<file path="src/rtl/alu_pkg.sv">
// Shared definitions for the ALU front ends: opcode encodings and the
// UART sequencer state encoding.
package alu_pkg;

    localparam logic [5:0] OP_ADD     = 6'b100000;
    localparam logic [5:0] OP_SUB     = 6'b100010;
    localparam logic [5:0] OP_AND     = 6'b100100;
    localparam logic [5:0] OP_OR      = 6'b100101;
    localparam logic [5:0] OP_XOR     = 6'b100110;
    localparam logic [5:0] OP_SRA     = 6'b000011;
    localparam logic [5:0] OP_SRL     = 6'b000010;
    localparam logic [5:0] OP_NOR     = 6'b100111;
    localparam logic [5:0] OP_DEFAULT = OP_ADD;

    typedef enum logic [2:0] {
        IDLE     = 3'd0,
        WAIT_B   = 3'd1,
        WAIT_OP  = 3'd2,
        EXEC     = 3'd3,
        SEND_RES = 3'd4,
        WAIT_RES = 3'd5,
        SEND_FLG = 3'd6,
        WAIT_FLG = 3'd7
    } state_t;

endpackage

</file>
<file path="src/rtl/alu_uart_ctrl_if.sv">
// Signal bundle between the UART/ALU environment (master) and the
// byte-stream sequencer (slave).
interface alu_uart_ctrl_if #(
    parameter int DATA_WIDTH = 8,
    parameter int OP_WIDTH   = 6
);
    logic [DATA_WIDTH-1:0] i_rx_data;
    logic                  i_rx_valid;
    logic [DATA_WIDTH-1:0] o_alu_a;
    logic [DATA_WIDTH-1:0] o_alu_b;
    logic [OP_WIDTH-1:0]   o_alu_op;
    logic [DATA_WIDTH-1:0] i_alu_result;
    logic [2:0]            i_alu_flags;
    logic [DATA_WIDTH-1:0] o_tx_data;
    logic                  o_tx_start;
    logic                  i_tx_busy;
    logic                  i_tx_done;
    logic                  o_err;
    logic                  o_busy;

    modport slave (
        input  i_rx_data, i_rx_valid, i_alu_result, i_alu_flags, i_tx_busy, i_tx_done,
        output o_alu_a, o_alu_b, o_alu_op, o_tx_data, o_tx_start, o_err, o_busy
    );

    modport master (
        output i_rx_data, i_rx_valid, i_alu_result, i_alu_flags, i_tx_busy, i_tx_done,
        input  o_alu_a, o_alu_b, o_alu_op, o_tx_data, o_tx_start, o_err, o_busy
    );
endinterface

</file>
<file path="src/rtl/alu_op_check.sv">
// Opcode legality decode, shared by the UART sequencer and the switch front end.
module alu_op_check
    import alu_pkg::*;
(
    input  logic [5:0] op,
    output logic       legal
);
    always_comb begin
        legal = 1'b0;
        case (op)
            OP_ADD, OP_SUB, OP_AND, OP_OR,
            OP_XOR, OP_SRA, OP_SRL, OP_NOR: legal = 1'b1;
            default:                        legal = 1'b0;
        endcase
    end
endmodule

</file>
<file path="src/rtl/alu_uart_ctrl.sv">
// Collects A, B, opcode bytes from the UART receiver, holds them on the ALU,
// then returns the result byte and a flags byte through the transmitter.
//
// state    | meaning
// IDLE     | waiting for operand A
// WAIT_B   | waiting for operand B (timeout armed)
// WAIT_OP  | waiting for opcode byte (timeout armed)
// EXEC     | ALU settle cycle
// SEND_RES | issue result byte once TX is free
// WAIT_RES | result byte in flight
// SEND_FLG | issue flags byte once TX is free
// WAIT_FLG | flags byte in flight
module alu_uart_ctrl
    import alu_pkg::*;
#(
    parameter int DATA_WIDTH     = 8,
    parameter int OP_WIDTH       = 6,
    parameter int TIMEOUT_CYCLES = 100000000
) (
    input  logic          i_clk,
    input  logic          i_rst_n,
    alu_uart_ctrl_if.slave bus
);
    localparam int CW = $clog2(TIMEOUT_CYCLES);
    localparam logic [CW-1:0] CNT_LAST = CW'(TIMEOUT_CYCLES - 1);

    state_t                state, state_n;
    logic [CW-1:0]         cnt, cnt_n;
    logic [DATA_WIDTH-1:0] res_q, flg_q;
    logic                  op_legal;
    logic                  load_a, load_b, load_op, capture;
    logic                  start_n, err_n, sel_flags;

    alu_op_check u_op_check (
        .op    (bus.i_rx_data[5:0]),
        .legal (op_legal)
    );

    always_ff @(posedge i_clk) begin
        if (!i_rst_n) begin
            state <= IDLE;
            cnt   <= '0;
        end else begin
            state <= state_n;
            cnt   <= cnt_n;
        end
    end

    always_comb begin
        state_n   = state;
        cnt_n     = '0;
        load_a    = 1'b0;
        load_b    = 1'b0;
        load_op   = 1'b0;
        capture   = 1'b0;
        start_n   = 1'b0;
        err_n     = 1'b0;
        sel_flags = 1'b0;
        case (state)
            IDLE: begin
                if (bus.i_rx_valid) begin
                    load_a  = 1'b1;
                    state_n = WAIT_B;
                end
            end
            WAIT_B, WAIT_OP: begin
                // An arriving byte wins over an expiring timeout.
                if (bus.i_rx_valid) begin
                    if (state == WAIT_B) begin
                        load_b  = 1'b1;
                        state_n = WAIT_OP;
                    end else if (op_legal) begin
                        load_op = 1'b1;
                        state_n = EXEC;
                    end else begin
                        err_n   = 1'b1;
                        state_n = IDLE;
                    end
                end else if (cnt == CNT_LAST) begin
                    err_n   = 1'b1;
                    state_n = IDLE;
                end else begin
                    cnt_n = cnt + CW'(1);
                end
            end
            EXEC: begin
                capture = 1'b1;
                state_n = SEND_RES;
            end
            SEND_RES: begin
                if (!bus.i_tx_busy) begin
                    start_n = 1'b1;
                    state_n = WAIT_RES;
                end
            end
            WAIT_RES: begin
                if (bus.i_tx_done) state_n = SEND_FLG;
            end
            SEND_FLG: begin
                sel_flags = 1'b1;
                if (!bus.i_tx_busy) begin
                    start_n = 1'b1;
                    state_n = WAIT_FLG;
                end
            end
            WAIT_FLG: begin
                if (bus.i_tx_done) state_n = IDLE;
            end
            default: state_n = IDLE;
        endcase
    end

    always_ff @(posedge i_clk) begin
        if (!i_rst_n) begin
            bus.o_alu_a    <= '0;
            bus.o_alu_b    <= '0;
            bus.o_alu_op   <= OP_WIDTH'(OP_DEFAULT);
            bus.o_tx_data  <= '0;
            bus.o_tx_start <= 1'b0;
            bus.o_err      <= 1'b0;
            res_q          <= '0;
            flg_q          <= '0;
        end else begin
            bus.o_tx_start <= start_n;
            bus.o_err      <= err_n;
            if (load_a)  bus.o_alu_a  <= bus.i_rx_data;
            if (load_b)  bus.o_alu_b  <= bus.i_rx_data;
            if (load_op) bus.o_alu_op <= OP_WIDTH'(bus.i_rx_data[5:0]);
            if (capture) begin
                res_q <= bus.i_alu_result;
                flg_q <= {{(DATA_WIDTH-3){1'b0}}, bus.i_alu_flags};
            end
            if (start_n) bus.o_tx_data <= sel_flags ? flg_q : res_q;
        end
    end

    assign bus.o_busy = (state != IDLE);

endmodule

</file>
<file path="src/flat_wrapper.sv">
// flat-port wrapper written by rule: the top's interface ports become plain ports
module alu_uart_ctrl_flat import alu_pkg::*;
#(
    parameter int DATA_WIDTH     = 8,
    parameter int OP_WIDTH       = 6,
    parameter int TIMEOUT_CYCLES = 100000000
)
  (i_clk, i_rst_n, bus_i_rx_data, bus_i_rx_valid, bus_i_alu_result, bus_i_alu_flags, bus_i_tx_busy, bus_i_tx_done, bus_o_alu_a, bus_o_alu_b, bus_o_alu_op, bus_o_tx_data, bus_o_tx_start, bus_o_err, bus_o_busy);
  alu_uart_ctrl_if #(.DATA_WIDTH(DATA_WIDTH), .OP_WIDTH(OP_WIDTH)) bus_i ();
  input  logic i_clk;
  input  logic i_rst_n;
  input wire logic [$bits(bus_i.i_rx_data)-1:0] bus_i_rx_data;
  input wire logic [$bits(bus_i.i_rx_valid)-1:0] bus_i_rx_valid;
  input wire logic [$bits(bus_i.i_alu_result)-1:0] bus_i_alu_result;
  input wire logic [$bits(bus_i.i_alu_flags)-1:0] bus_i_alu_flags;
  input wire logic [$bits(bus_i.i_tx_busy)-1:0] bus_i_tx_busy;
  input wire logic [$bits(bus_i.i_tx_done)-1:0] bus_i_tx_done;
  output wire logic [$bits(bus_i.o_alu_a)-1:0] bus_o_alu_a;
  output wire logic [$bits(bus_i.o_alu_b)-1:0] bus_o_alu_b;
  output wire logic [$bits(bus_i.o_alu_op)-1:0] bus_o_alu_op;
  output wire logic [$bits(bus_i.o_tx_data)-1:0] bus_o_tx_data;
  output wire logic [$bits(bus_i.o_tx_start)-1:0] bus_o_tx_start;
  output wire logic [$bits(bus_i.o_err)-1:0] bus_o_err;
  output wire logic [$bits(bus_i.o_busy)-1:0] bus_o_busy;
  assign bus_i.i_rx_data = bus_i_rx_data;
  assign bus_i.i_rx_valid = bus_i_rx_valid;
  assign bus_i.i_alu_result = bus_i_alu_result;
  assign bus_i.i_alu_flags = bus_i_alu_flags;
  assign bus_i.i_tx_busy = bus_i_tx_busy;
  assign bus_i.i_tx_done = bus_i_tx_done;
  assign bus_o_alu_a = bus_i.o_alu_a;
  assign bus_o_alu_b = bus_i.o_alu_b;
  assign bus_o_alu_op = bus_i.o_alu_op;
  assign bus_o_tx_data = bus_i.o_tx_data;
  assign bus_o_tx_start = bus_i.o_tx_start;
  assign bus_o_err = bus_i.o_err;
  assign bus_o_busy = bus_i.o_busy;
  alu_uart_ctrl #(.DATA_WIDTH(DATA_WIDTH), .OP_WIDTH(OP_WIDTH), .TIMEOUT_CYCLES(TIMEOUT_CYCLES)) u_core (.i_clk(i_clk), .i_rst_n(i_rst_n), .bus(bus_i));
endmodule
</file>
<file path="config.mk">
export PLATFORM = sky130hd
export DESIGN_NAME = alu_uart_ctrl_flat
export DESIGN_NICKNAME = d
export VERILOG_FILES = /design/src/rtl/alu_pkg.sv /design/src/rtl/alu_uart_ctrl_if.sv /design/src/rtl/alu_op_check.sv /design/src/rtl/alu_uart_ctrl.sv /design/src/flat_wrapper.sv
export SDC_FILE = /design/constraint.sdc
export NUM_CORES = 1
export LEC_CHECK = 0
export CORE_MARGIN = 2
export CORE_UTILIZATION = 50
export DETAILED_ROUTE_END_ITERATION = 10
export HOLD_SLACK_MARGIN = 0.08
export PLACE_DENSITY = 0.88
export SLEW_MARGIN = 20
export SYNTH_ARGS = -nofsm -noshare
export SYNTH_HDL_FRONTEND = slang
export SYNTH_SLANG_ARGS = --single-unit
</file>
<file path="constraint.sdc">
create_clock -name i_clk -period 1.87 [get_ports i_clk]
set_input_delay 0.187 -clock i_clk [delete_from_list [all_inputs] [get_ports i_clk]]
set_output_delay 0.187 -clock i_clk [all_outputs]
set_load 0.05 [all_outputs]
</file>
* Yosys cells after proc, flatten, opt, wreduce, memory -nomap -nowiden
Cells that the tools add are included.
** Storage, ports and cells
- Register bits after elaboration :: 73
- Bits in latches :: 0
- Memory bits (writable) :: 0
- Memory bits (read-only) :: 0
- Bits of input ports :: 24
- Word-level logic and storage cells :: 72
- Memories :: 0
** Operators by class
- Add/subtract/negate cells :: 1
- Multiply operators :: 0
- Divide/modulo/power cells :: 0
- $lt $le $gt $ge :: 0
- Eq/ne operators :: 22
- Shifts and indexed selects :: 0
- Muxes and demuxes :: 29
- Bitwise logic cells :: 2
- Reductions and logical operators :: 8
** Operators with widths (number)
- $eq A6 B6 Y1 const B :: 6
- $add A27 B1 Y27 const B :: 1
- $eq A27 B27 Y1 const B :: 1
- $mux W3 :: 8
- $pmux W3 S7 :: 1
- $mux W1 :: 18
- $eq A3 B3 Y1 const B :: 4
- $eq A6 B2 Y1 const B :: 2
- $ne A2 B2 Y1 const B :: 5
- $mux W8 :: 1
- $reduce_or A8 Y1 :: 1
- $eq A3 B2 Y1 const B :: 2
- $reduce_and A6 Y1 :: 1
- $reduce_or A2 Y1 :: 2
- $reduce_or A4 Y1 :: 1
- $eq A3 B1 Y1 const B :: 1
- $logic_not A3 Y1 :: 1
- $ne A3 B2 Y1 const B :: 1
- $reduce_bool A3 Y1 :: 1
- $mux W2 :: 1
- $not A1 Y1 :: 2
- $reduce_and A2 Y1 :: 1

* Depth between registers and ports, before layout
- Word-level depth :: 7
- Gate-level depth with buffers :: 7
- Depth with buffers taken out :: 5

* Modules after synthesis
Synthesis repeated with hierarchy kept, for this count alone.
** Unflattened totals
- Cell total of the unflattened synthesis :: 359
- Area total of the unflattened synthesis :: 3183.1 um^2
** Modules (own cells, without submodules)
- alu_uart_ctrl :: times used 1, cells each 355, area an instance 3160.5 um^2
- alu_op_check :: times used 1, cells each 4, area an instance 22.5 um^2

* Worst setup path before layout
OpenSTA, ideal clock, no wires.
- Kind :: register to register
- Start point :: register u_core.state[2]
- End point :: register u_core.bus.o_alu_a[0]
- Data arrival time :: 1.684 ns
- Data required time :: 1.738 ns
- Setup slack :: 0.054 ns
- Stages on the path, launching flop included :: 7
- Buffers on the path :: 2
- Clock period less this slack :: 1.816 ns
- Cell sequence :: dfxtp_1 > buf_2 > or3_1 > or2_2 > clkbuf_1 > nand2_1 > a21oi_1
** On the way
- Word-level cells in the longest chain between the ends :: 2
** RTL lines
- from (decl) :: line alu_uart_ctrl.sv:27 : state_t state, state_n;
- from (signal assigned) :: line alu_uart_ctrl.sv:44 : state <= state_n;
- $logic_not A3 Y1 :: line alu_uart_ctrl.sv:59 : case (state)
- $mux W1 :: line alu_uart_ctrl.sv:59
- to (signal assigned) :: line alu_uart_ctrl.sv:126 : if (load_a) bus.o_alu_a <= bus.i_rx_data;
- to (decl) :: line alu_uart_ctrl_if.sv:23 : output o_alu_a, o_alu_b, o_alu_op, o_tx_data, o_tx_start, o_err, o_busy
No other way between the ends.
A chain may end at the register's enable or synchronous reset.

* Final worst setup path
- Start point :: register u_core.cnt[4]
- End point :: register u_core.cnt[16]
** On the way
- Word-level cells in the longest chain between the ends :: 2
- Elaborated cells on any way between the ends :: 3
- Classes of those cells :: add/sub (1); eq/ne (1); reduce/logical (1)
** RTL lines
- from (decl) :: line alu_uart_ctrl.sv:28 : logic [CW-1:0] cnt, cnt_n;
- from (signal assigned) :: line alu_uart_ctrl.sv:45 : cnt <= cnt_n;
- parallel branches: the longest is 2 deep, another holds $add A27 B1 Y27
Parallel ways; which one is timed is not known.

==> results.md <==
* Status: finished, final reports clean
* Final Cycle Share at 0.9257
* Post-CTS Hold Fix Bufs at 0
* Synth Register Bits at 73
* RSZ-0062 raised after global routing: false
* Via-per-instance ratio at 5.544
* Chip Width at 82.32 um
* Clock root buffer: clkbuf_8
* Die area at roughly 0.0068 mm^2
* Slew Viols, Final at 0
* Post-DP HPWL at about 5000 um
* Initial antenna violation count at 0
* Synth top area cells: dfxtp_1 (48%), nand2_1 (5.3%), a21oi_1 (5.2%), nor2_1 (4.7%), mux2i_1 (4.6%)
* CTS sink count at 73
* CTS tree: yes
* Vias in the first global route at 2,686
* CP endpoint kind: flop
* Wirelength, routed at 7101 um
* Main synth FF type: dfxtp_1
* Final Hold Viols at 0
* Clock skew at 8.846 ps
* Biggest area consumer among synthesized cells: dfxtp_1
* Register area at 0.001461 mm^2
* IO Pins at 57
* Relative slew slack at 0.6414
* Hold Crit Class: input port to flop
* CP Class: flop to flop
* Yosys top cell area share at 0.4765
* Initial Util at 0.5180
* Final worst path period need at 1731 ps
* Fin nets at 432
* Most common cell in the netlist: dfxtp_1
* PwrDens at about 990 mW/mm^2
* Max rail drop VDD at 0.0007720 V
* Antenna viol nets, final at 0
* Initial DRC count at about 140
* Worst-Skew Late Latency at roughly 350 ps
* WL/cell at around 15 um
* Fin Setup TNS at 0 ps
* Number of I/O port buffers at 56
* Syn_area_per_cell at about 8.8 um^2
* Remaining DRCs at 0
* Largest net degree at the start of global routing at 28
* Post-Synthesis Cells at 347
* CTS buffer count at 9
* Crit-path max FO at 15
* Area growth syn-to-layout at 29.46%
* N_diodes at 0
* Critical path data required time at 2150 ps
* Gpl congestion at around 0.8
* Worst-Margin Slew at 536.2 ps
* Max-cap viol count at 0
* Number of flops mapped to enable cells by yosys at 0
* DRT Pass-1 Iters at 4
* Mapped Area at 0.003067 mm^2
* Netlist cell types at 43
* Fillcell total at 474
* Via count at 2,700
* FP Rows at 28
* Yosys warning count at 0
* Clock Path Buffers at 2
* Commonest cells post-synth: dfxtp_1 (73), nand2_1 (43), nor2_1 (38)
* Multi-input logic area at 0.001480 mm^2
* First-pass GRT wire length at approximately 11,000 um
* Overflow after GRT at 0
* Clock transition at path regs at 80 ps
* Die extent in y at 82.32 um
* Seq/Total Area, Yosys at 0.4765
* Async SR Flop Fraction at 0
* Layout cell share with drive strength beyond 1 at 0.08981
* Top achievable clock speed at around 580 MHz
* WHS at 434.3 ps
* H-tree Lvls at 3
* Core Util, Final at 0.6705
* WP data arrival at around 2000 ps
* Syn_nets at 372
* Setup violations, final at 0
* CP startpoint kind: flop
* GRT Total Usage at 0.2196
* Core area at 0.005921 mm^2
* Static Leak at around 1.5 nW
==> registers in the layout, summed over array words and instances (netlist names), 3 cells and up <==
| name | count |
|---|---|
| u_core.bus.o_alu_op | 6 |
| u_core.bus.o_alu_b | 8 |
| u_core.cnt | 27 |
| u_core.res_q | 8 |
| u_core.flg_q | 3 |
| u_core.state | 3 |
| u_core.bus.o_alu_a | 8 |
| u_core.bus.o_tx_data | 8 |
==> worst max-delay path, stage by stage, from the launching register on <==
cell and delay, ps:
dfxtp_1 400, and4_1 410, nand2_4 170, or4_1 520, a21oi_1 150
==> placed cells by master (no fill, tap or decap), types with 10 or more instances in the layout <==
cell type        count
nand3_1             17
nand2_1             43
clkdlybuf4s50_1     55
mux2i_1             14
a21oi_1             32
buf_4               11
dfxtp_1             73
nor2_1              38
o21ai_0             11
o31ai_1             10
==> repair_timing <==
action,CTS,global route
resized for setup,0,2
setup endpoints to repair,0,25
setup buffers,0,1
==> kinds of logic after synthesis <==
family	count (synthesis)	share of synthesized area
and+or+nand+nor	151	0.2517
AOI/OAI and AO/OA	69	0.1408
muxes	14	0.04569
adders and majority gates	1	0.004079
buffers and inverters	26	0.04406
xor gates and xnor gates	13	0.03713
DFF	73	0.4765
==> power by group <==
| part | total, mW | switching (mW) | internal, mW |
|---|---|---|---|
| registers | 1.69 | 0.0658 | 1.62 |
| clock network | 1.47 | 0.579 | 0.888 |
| logic | 0.767 | 0.470 | 0.297 |
| total | 3.92 | 1.11 | 2.81 |
==> metrics by stage <==
step / std cells / power, mW / setup WS, ps / instance area (um^2)
floorplan: 347 / 2.197 / 54.25 / 3067
global placement: 470 / 2.466 / 167.1 / 3717
detailed placement: 470 / 2.481 / 114.8 / 3717
CTS: 486 / 3.928 / 78.12 / 3953
global route: 487 / 4.058 / 18.28 / 3970
finish: 487 / 3.924 / 138.9 / 3970
==> path summary, 6_finish.rpt <==
check                         from                     to  slack, ps  depth (start not counted)
min               bus_i_rx_data[7]  u_core.bus.o_alu_b[7]        430                          3
min reg2reg  u_core.bus.o_alu_b[7]  u_core.bus.o_alu_b[7]        460                          2
max                  u_core.cnt[4]         u_core.cnt[16]        140                          4
max reg2reg          u_core.cnt[4]         u_core.cnt[16]        140                          4
==> routing by layer <==
metal,wire length (um),GRT usage,share of wire,vias to the layer above
met4,97,0.1067,0.014,0
met3,287,0.04457,0.040,9
met5,0,0,0,-
li1,-,-,-,1353
met1,3097,0.2601,0.44,1281
met2,3619,0.3774,0.51,57
==> final cells by class <==
type	count	share of cell area
well taps	75	0.02364
repair buffers	68	0.1696
multi-input cells	248	0.3728
inverters	7	0.006618
clock buffers	11	0.03309
clock inverters	5	0.02616
flip-flops and latches	73	0.3681
(Power assumes the default switching activity.)
